$ cat src/rtl/dcache_refill_ctrl.sv
// rtl/dcache_refill_ctrl.sv - data-cache miss sequencer: dirty-victim writeback, line refill, stall and statistics
module dcache_refill_ctrl #(
   parameter int LINE_ADDR_LEN = 3,
   parameter int CNT_W         = 32
) (
   input  logic                     clk,
   input  logic                     rst,
   input  logic                     miss_req_i,
   input  logic                     dirty_i,
   input  logic [31:0]              victim_addr_i,
   input  logic [31:0]              refill_addr_i,
   output logic [LINE_ADDR_LEN-1:0] wb_rd_idx_o,
   input  logic [31:0]              wb_rd_data_i,
   output logic                     refill_we_o,
   output logic [LINE_ADDR_LEN-1:0] refill_idx_o,
   output logic [31:0]              refill_data_o,
   output logic                     done_o,
   output logic                     busy_o,
   output logic                     stall_o,
   output logic                     mem_req_o,
   output logic                     mem_we_o,
   output logic [31:0]              mem_addr_o,
   output logic [31:0]              mem_wdata_o,
   input  logic                     mem_ack_i,
   input  logic [31:0]              mem_rdata_i,
   output logic [CNT_W-1:0]         miss_cnt_o,
   output logic [CNT_W-1:0]         wb_cnt_o
);

   localparam int OFF_W = LINE_ADDR_LEN + 2;
   localparam logic [31:0]              LINE_MASK = ~((32'd1 << OFF_W) - 32'd1);
   localparam logic [LINE_ADDR_LEN-1:0] IDX_ONE   = LINE_ADDR_LEN'(1);
   localparam logic [LINE_ADDR_LEN-1:0] IDX_LAST  = '1;
   localparam logic [CNT_W-1:0]         CNT_ONE   = CNT_W'(1);
   localparam logic [CNT_W-1:0]         CNT_MAX   = '1;

   typedef enum logic [1:0] {S_IDLE, S_WB, S_RF, S_DONE} state_e;

   state_e                   state_q, state_d;
   logic [LINE_ADDR_LEN-1:0] idx_q, idx_d;
   logic [31:0]              base_wb_q, base_wb_d;
   logic [31:0]              base_rf_q, base_rf_d;
   logic [CNT_W-1:0]         miss_cnt_q, miss_cnt_d;
   logic [CNT_W-1:0]         wb_cnt_q, wb_cnt_d;
   logic [31:0]              word_off;

   // Word offset stays inside the line: bases have their low OFF_W bits cleared, so OR never carries.
   assign word_off = 32'({idx_q, 2'b00});

   always_ff @(posedge clk) begin
      if (rst) begin
         state_q    <= S_IDLE;
         idx_q      <= '0;
         base_wb_q  <= '0;
         base_rf_q  <= '0;
         miss_cnt_q <= '0;
         wb_cnt_q   <= '0;
      end else begin
         state_q    <= state_d;
         idx_q      <= idx_d;
         base_wb_q  <= base_wb_d;
         base_rf_q  <= base_rf_d;
         miss_cnt_q <= miss_cnt_d;
         wb_cnt_q   <= wb_cnt_d;
      end
   end

   always_comb begin
      state_d       = state_q;
      idx_d         = idx_q;
      base_wb_d     = base_wb_q;
      base_rf_d     = base_rf_q;
      miss_cnt_d    = miss_cnt_q;
      wb_cnt_d      = wb_cnt_q;
      refill_we_o   = 1'b0;
      refill_data_o = '0;
      done_o        = 1'b0;
      mem_req_o     = 1'b0;
      mem_we_o      = 1'b0;
      mem_addr_o    = '0;
      mem_wdata_o   = '0;
      case (state_q)
         S_IDLE: begin
            if (miss_req_i) begin
               base_wb_d = victim_addr_i & LINE_MASK;
               base_rf_d = refill_addr_i & LINE_MASK;
               idx_d     = '0;
               state_d   = dirty_i ? S_WB : S_RF;
            end
         end
         S_WB: begin
            mem_req_o   = 1'b1;
            mem_we_o    = 1'b1;
            mem_addr_o  = base_wb_q | word_off;
            mem_wdata_o = wb_rd_data_i;
            if (mem_ack_i) begin
               idx_d = idx_q + IDX_ONE;
               if (idx_q == IDX_LAST) begin
                  state_d  = S_RF;
                  wb_cnt_d = (wb_cnt_q == CNT_MAX) ? wb_cnt_q : wb_cnt_q + CNT_ONE;
               end
            end
         end
         S_RF: begin
            mem_req_o     = 1'b1;
            mem_addr_o    = base_rf_q | word_off;
            refill_we_o   = mem_ack_i;
            refill_data_o = mem_rdata_i;
            if (mem_ack_i) begin
               idx_d = idx_q + IDX_ONE;
               if (idx_q == IDX_LAST) begin
                  state_d    = S_DONE;
                  miss_cnt_d = (miss_cnt_q == CNT_MAX) ? miss_cnt_q : miss_cnt_q + CNT_ONE;
               end
            end
         end
         S_DONE: begin
            done_o  = 1'b1;
            state_d = S_IDLE;
         end
         default: state_d = S_IDLE;
      endcase
   end

   assign wb_rd_idx_o  = idx_q;
   assign refill_idx_o = idx_q;
   assign busy_o       = (state_q != S_IDLE);
   // Low in DONE so the frozen access re-issues and hits the freshly installed line.
   assign stall_o      = (miss_req_i & (state_q == S_IDLE)) | (state_q == S_WB) | (state_q == S_RF);
   assign miss_cnt_o   = miss_cnt_q;
   assign wb_cnt_o     = wb_cnt_q;

endmodule
$ cat config.mk
export PLATFORM = sky130hd
export DESIGN_NAME = dcache_refill_ctrl
export DESIGN_NICKNAME = d
export VERILOG_FILES = /design/src/rtl/dcache_refill_ctrl.sv
export SDC_FILE = /design/constraint.sdc
export NUM_CORES = 1
export LEC_CHECK = 0
export CAP_MARGIN = 10
export CORE_MARGIN = 4
export CORE_UTILIZATION = 45
export CTS_CLUSTER_DIAMETER = 100
export DETAILED_ROUTE_END_ITERATION = 8
export GPL_TIMING_DRIVEN = 0
export HOLD_SLACK_MARGIN = 0.08
export PLACE_DENSITY = 0.87
export SLEW_MARGIN = 20
export SYNTH_ARGS = -nofsm -noshare
export SYNTH_HDL_FRONTEND = slang
export SYNTH_SLANG_ARGS = --single-unit
export TNS_END_PERCENT = 20
$ cat constraint.sdc
create_clock -name clk -period 5.13 [get_ports clk]
set_clock_uncertainty 0.1 [all_clocks]
set_input_delay 1.026 -clock clk [delete_from_list [all_inputs] [get_ports clk]]
set_output_delay 1.026 -clock clk [all_outputs]
set_load 0.005 [all_outputs]
==> results_dict.tcl, run 1 <==
set metrics [dict create \
    dieHeight_um 127 \
    area_delta_synth_final_pct 59.7 \
    cts_root_buf "clkbuf_16" \
    relSlewSlack 0.417 \
    drc 0 \
    post_drt_wl_per_cell_um 18.1 \
    routed-wl-met3_mm 2.35 \
    whs_ps 356 \
    max_freq_mhz 245 \
    first_pass_iters 7 \
    dp_cells 1287 \
    endpoint_kind "output pin" \
    clkTransAtPathRegs_ps 60 \
    h-tree-depth 4 \
    syn_area_um2 6370 \
    post_synth.cell_area_avg_um2 7.83 \
    grt_max_degree 17 \
    postRouteAntennaNets 0 \
    crit_arrival_ps 2950 \
    critPathMaxFanout 10 \
    vdd_drop_max_mv 0.267 \
    min_path_type "reg -> reg" \
    criticalPathCategory "reg -> out" \
    hpwl_mm 17.3 \
    antenna_found_initial 1 \
    p_total_mw 3.52 \
    syn_inst 814 \
    grt_first_pass_wirelength_mm 36.4 \
    fin_area_um2 10200 \
    hold_depth 2 \
    ys_seq_area_frac 0.386 \
    numCtsBuffers 17 \
    clock_path_buffers 2 \
    hold_viol 0 \
    crit_top_cell "clkbuf_1" \
    fin_nets 1268 \
    cp_num_buf_inv 4 \
    crit_cells 6 \
    grt_usage 0.282 \
    clock-sinks 123 \
    ys_types 48 \
    start_util 0.459 \
    route.met2.wl_mm 11.7 \
    slew_viol_final 0 \
    rows 43 \
    drive_gt1_frac 0.0562 \
    cp_data_required_time_ps 4000 \
    die_area_um2 16100 \
    cpMaxStageDelayCell "clkdlybuf4s50_1" \
    synth_edf_count 0 \
    io_pins 305 \
    async_flop_share 0 \
    worstRegToRegCells 8 \
    final_cell_mix "clkdlybuf4s50_1, nand2_1, dfxtp_1" \
    tns_ps 0 \
    routed.top_layer "met5" \
    tritoncts "built" \
    clk_latency_ps 420 \
    rsz0062_at_grt "false" \
    cpPeakStageDelay_ps 570 \
    grt_pass1_vias 6929 \
    final_common_cell "clkdlybuf4s50_1" \
    antenna_cells 0 \
    status "finished clean" \
    drt-total-wl_mm 23.9 \
    pre_cts_ws_ps 1460 \
    drt_iter0_markers 562 \
    synth-warning-count 0 \
    fin_cells 1319 \
    vias_per_cell 5.55 \
    grt-ovfl-total 0 \
    post-cts-setup-buffers 0 \
    max_cap_violations 0 \
    synthFlopType "dfxtp_1" \
    fp.dieW_um 127 \
    num_vias 7320 \
    start_kind "register" \
    power_density_nw_per_um2 346 \
    setup_ws_ps 1050 \
    port_buffers 292 \
    period_share 0.795 \
    cp_cell_sequence "inv_1, ha_1, clkbuf_1, clkbuf_1, nor2b_1, clkdlybuf4s50_1" \
    leakagePower_nw 3.46 \
    cp_top_family "buffers and inverters" \
    period_needed_ps 4080 \
    setup_viol 0 \
    cts.repair.resized 0 \
    final_core_util 0.733 \
    tightest_slew_ps 868 \
    ys_ff_latch 123 \
    place_area_um2 9520 \
    wl_met1_mm 9.56 \
    cts.hold.buffers_added 0 \
    place_congestion 0.855 \
    core-area_um2 13900 \
]
-- sequential cells by signal (all words and copies together), names as in the netlist --
register	count
base_rf_q	27
base_wb_q	27
state_q	2
wb_cnt_o	32
miss_cnt_o	32
refill_idx_o	3
-- final timing paths --
path / startpoint / end / slack [ps]
setup / recovery: state_q[0]$_SDFFE_PP0P_ / mem_addr_o[30] / 1050
hold reg to reg: base_rf_q[31]$_SDFFE_PP0P_ / base_rf_q[31]$_SDFFE_PP0P_ / 360
hold / removal: base_rf_q[31]$_SDFFE_PP0P_ / base_rf_q[31]$_SDFFE_PP0P_ / 360
setup reg to reg: refill_idx_o[0]$_SDFFE_PP0P_ / wb_cnt_o[25]$_SDFFE_PP0P_ / 2220
-- routing by layer --
layer | track usage | vias up
met5 | 0 | -
met4 | 0.0681 | 2
met3 | 0.0874 | 38
met2 | 0.469 | 381
met1 | 0.358 | 3395
li1 | - | 3504
-- worst register-to-register path, stage by stage, from the launching register on --
cell and delay [ps]:
dfxtp_1 510, ha_1 210, ha_1 210, and3_1 340
and3_1 200, clkbuf_1 340, nand3_1 310, or4_1 470
a21oi_1 150
-- cells by family (layout without fill, tap and decap cells) --
| group | Yosys count | after routing | synth area share |
|---|---|---|---|
| multiplexers | 10 | 10 | 0.0173 |
| flip-flops | 123 | 123 | 0.386 |
| AO/OA/AOI/OAI | 192 | 192 | 0.179 |
| adder cells (fa/ha/maj) | 9 | 9 | 0.0177 |
| buffers and inverters | 70 | 394 | 0.0493 |
| AND/OR/NAND/NOR | 400 | 400 | 0.337 |
| XOR/XNOR | 9 | 9 | 0.0124 |
| other | 1 | 2 | 0.000589 |
-- layout make-up --
type / count / area (µm²)
Fill cell: 1030 / 3700
Clock inverter: 12 / 188
Inverter: 10 / 37.5
Timing Repair Buffer: 292 / 2920
Buffer: 60 / 277
Sequential cell: 123 / 2460
Tap cell: 180 / 225
Clock buffer: 20 / 467
Multi-Input combinational cell: 622 / 3600
-- power breakdown --
part | internal, mW | switching, mW
combinational | 0.551 | 0.575
sequential | 1.03 | 0.0519
clock | 0.857 | 0.453
-- synth_stat cells (2+ instances only) --
cell type  count  share of area
nand3_1       26          0.020
clkbuf_1      41          0.024
a211oi_1       5         0.0059
nand3b_1       3         0.0035
or3_1         23          0.023
xor2_1         2         0.0027
and4_1         9          0.012
or2_2          2         0.0020
nor4b_1        2         0.0027
dfxtp_1      123           0.39
or4_1         22          0.026
a22oi_1       27          0.032
buf_4          8         0.0094
nor2_1        27          0.016
o21a_1         2         0.0024
buf_6          2         0.0035
o41ai_1        2         0.0027
nand4_1       15          0.015
nand2_1      140          0.082
mux2i_1        2         0.0031
and3_1         8         0.0079
buf_1          4         0.0024
nor2b_1       36          0.035
ha_1           9          0.018
nor3_1         8         0.0063
buf_2          5         0.0039
inv_1         10         0.0059
xnor2_1        7         0.0096
o31ai_1       23          0.027
nor4_2         2         0.0039
and2_1        67          0.066
mux2_2         8          0.014
a21oi_1      104          0.082
nand2b_1       2         0.0020
o21ai_0       22          0.017
nor4_1         3         0.0029
o31a_1         2         0.0027
(Power assumes the default switching activity.)
==> inputs of run 2 (changes only) <==
--- a/config.mk
+++ b/config.mk
@@ -7,12 +7,12 @@
 export LEC_CHECK = 0
 export CAP_MARGIN = 10
 export CORE_MARGIN = 4
-export CORE_UTILIZATION = 45
+export CORE_UTILIZATION = 41
 export CTS_CLUSTER_DIAMETER = 100
 export DETAILED_ROUTE_END_ITERATION = 8
 export GPL_TIMING_DRIVEN = 0
 export HOLD_SLACK_MARGIN = 0.08
-export PLACE_DENSITY = 0.87
+export PLACE_DENSITY = 0.81
 export SLEW_MARGIN = 20
 export SYNTH_ARGS = -nofsm -noshare
 export SYNTH_HDL_FRONTEND = slang
==> constraint.sdc (replaced) <==
create_clock -name clk -period 3.78 [get_ports clk]
set_clock_uncertainty 0.1 [all_clocks]
set_input_delay 0.756 -clock clk [delete_from_list [all_inputs] [get_ports clk]]
set_output_delay 0.756 -clock clk [all_outputs]
set_load 0.005 [all_outputs]
==> run 2 against run 1 <==
Effect of this change: first-iteration DRC count shrank 12%; largest cell class unchanged; final cell count grew 0.61%; combinational power grew 37%; critical path depth grew 1; total power grew 33%; largest power group unchanged; via count shrank 1.5%; sequential power grew 36%.
==> results_dict.tcl, run 2 (synthesis gave the netlist of run 1 again) <==
set metrics [dict create \
    postRouteAntennaNets 0 \
    grt_max_degree 17 \
    whs_ps 353 \
    cp_data_required_time_ps 2920 \
    hold_path.startpoint "base_rf_q[21]$_SDFFE_PP0P_" \
    dieHeight_um 133 \
    tns_ps 0 \
    h-tree-depth 4 \
    numCtsBuffers 17 \
    reg2reg_from "state_q[1]$_SDFFE_PP0P_" \
    start_kind "register" \
    tightest_slew_ps 886 \
    tritoncts "built" \
    setup_viol 0 \
    grt_pass1_vias 7008 \
    relSlewSlack 0.405 \
    clkPwrFrac 0.355 \
    slew_viol_final 0 \
    max_cap_violations 0 \
    regToRegSetupSlack_ps 890 \
    crit_arrival_ps 2760 \
    clkTransAtPathRegs_ps 50 \
    fin_area_um2 10100 \
    post_drt_wl_per_cell_um 17.9 \
    critPathMaxFanout 10 \
    period_share 0.956 \
    final_common_cell "clkdlybuf4s50_1" \
    drive_gt1_frac 0.0562 \
    vdd_drop_max_mv 0.325 \
    fin_nets 1268 \
    leakagePower_nw 3.46 \
    p_switching_mw 1.43 \
    antenna_found_initial 1 \
    grt_first_pass_wirelength_mm 37.1 \
    met3_usage 0.0840 \
    clk_latency_ps 420 \
    min_path_type "reg -> reg" \
    criticalPathCategory "reg -> out" \
    period_needed_ps 3610 \
    io_pins 305 \
    met2_usage 0.417 \
    cts_root_buf "clkbuf_16" \
    drt-total-wl_mm 23.7 \
    p_total_mw 4.67 \
    grt-ovfl-total 0 \
    clock-sinks 123 \
    start_util 0.419 \
    drt_iter0_markers 492 \
    endpoint_kind "output pin" \
    port_buffers 292 \
    power.internal_mw 3.24 \
    power_density_nw_per_um2 461 \
    antenna_cells 0 \
    post-cts-setup-buffers 0 \
    vias_per_cell 5.43 \
    p_comb_frac 0.331 \
    num_vias 7207 \
    rsz0062_at_grt "true" \
    grtUsageMet1 0.340 \
    p_seq_frac 0.314 \
    hold_depth 2 \
    rows 45 \
    worstRegToRegCells 9 \
    clock_path_buffers 2 \
    place_area_um2 9530 \
    first_pass_iters 5 \
    cts.hold.buffers_added 0 \
    final_cell_mix "clkdlybuf4s50_1, nand2_1, dfxtp_1" \
    hold_end "base_rf_q[21]$_SDFFE_PP0P_" \
    hold_viol 0 \
    status "finished clean" \
    p_sw_frac 0.307 \
    hpwl_mm 17.9 \
    grt_usage 0.262 \
    drc 0 \
    max_freq_mhz 277 \
    num-fill-cells 1236 \
    core-area_um2 15200 \
    grt_most_used_layer "met2" \
    die_area_um2 17600 \
    place_congestion 0.854 \
    fp.dieW_um 133 \
    area_delta_synth_final_pct 59.1 \
    r2r_end "wb_cnt_o[27]$_SDFFE_PP0P_" \
]
[run 2: cell count changes in the layout (fill, tap and decap cells not counted)]
cell,change
inv_6,-1
bufinv_16,-1
clkinv_2,+5
clkinvlp_4,-2
clkinv_4,-5
clkbuf_2,+4
[run 2: worst max-delay path: stages (launching register included)]
cell	delay (ps)
dfxtp_1	330
inv_1	120
ha_1	210
buf_2	210
clkbuf_1	500
a22oi_1	190
nor2b_1	220
clkdlybuf4s50_1	540
[run 2: routing by layer]
metal | vias up | share of wire
met5 | - | 0.00055
met4 | 2 | 0.015
met3 | 35 | 0.085
met2 | 297 | 0.47
met1 | 3378 | 0.43
li1 | 3495 | -
[run 2: through the flow]
stage	utilization	instances	worst slack (ps)
floorplan	-	815	1480
global placement	0.627	1295	472
detailed placement	0.627	1295	439
CTS	0.666	1327	99.3
global route	0.667	1327	-22.4
finish	0.667	1327	168
[run 2: cell type report]
type                    count  area [µm²]  area share
plain buffers              60         282      0.0278
flip-flops and latches    123        2460       0.243
clock buffers              24         482      0.0475
inverters                  10        37.5     0.00370
multi-input cells         622        3600       0.355
clock inverters             8         115      0.0114
well taps                 188         235      0.0232
repair buffers            292        2920       0.288
[run 2: power by group through the flow]
stage	Combinational, mW	Clock [mW]	Sequential, mW
2_1_floorplan	0.730	0	1.47
3_3_place_gp	1.52	0	1.49
3_5_place_dp	1.52	0	1.49
4_1_cts	1.53	1.67	1.46
5_1_grt	1.67	1.73	1.48
6_report	1.55	1.66	1.47
[run 2: timing repair]
action                                  in CTS  in global routing
hold endpoints to repair                     0                  0
gates resized for setup                      0                  8
endpoints found under the setup margin       0                 17
[run 2: worst max path at each step]
stage                       startpoint                   endpoint  depth (start not counted)
2_1_floorplan                mem_ack_i  wb_cnt_o[25]$_SDFFE_PP0P_                          6
3_3_place_gp                 mem_ack_i  wb_cnt_o[29]$_SDFFE_PP0P_                          7
3_5_place_dp                 mem_ack_i  wb_cnt_o[27]$_SDFFE_PP0P_                          7
4_1_cts        state_q[1]$_SDFFE_PP0P_            mem_wdata_o[12]                          7
5_1_grt        state_q[0]$_SDFFE_PP0P_             mem_addr_o[15]                          6
6_report       state_q[1]$_SDFFE_PP0P_             mem_addr_o[31]                          7
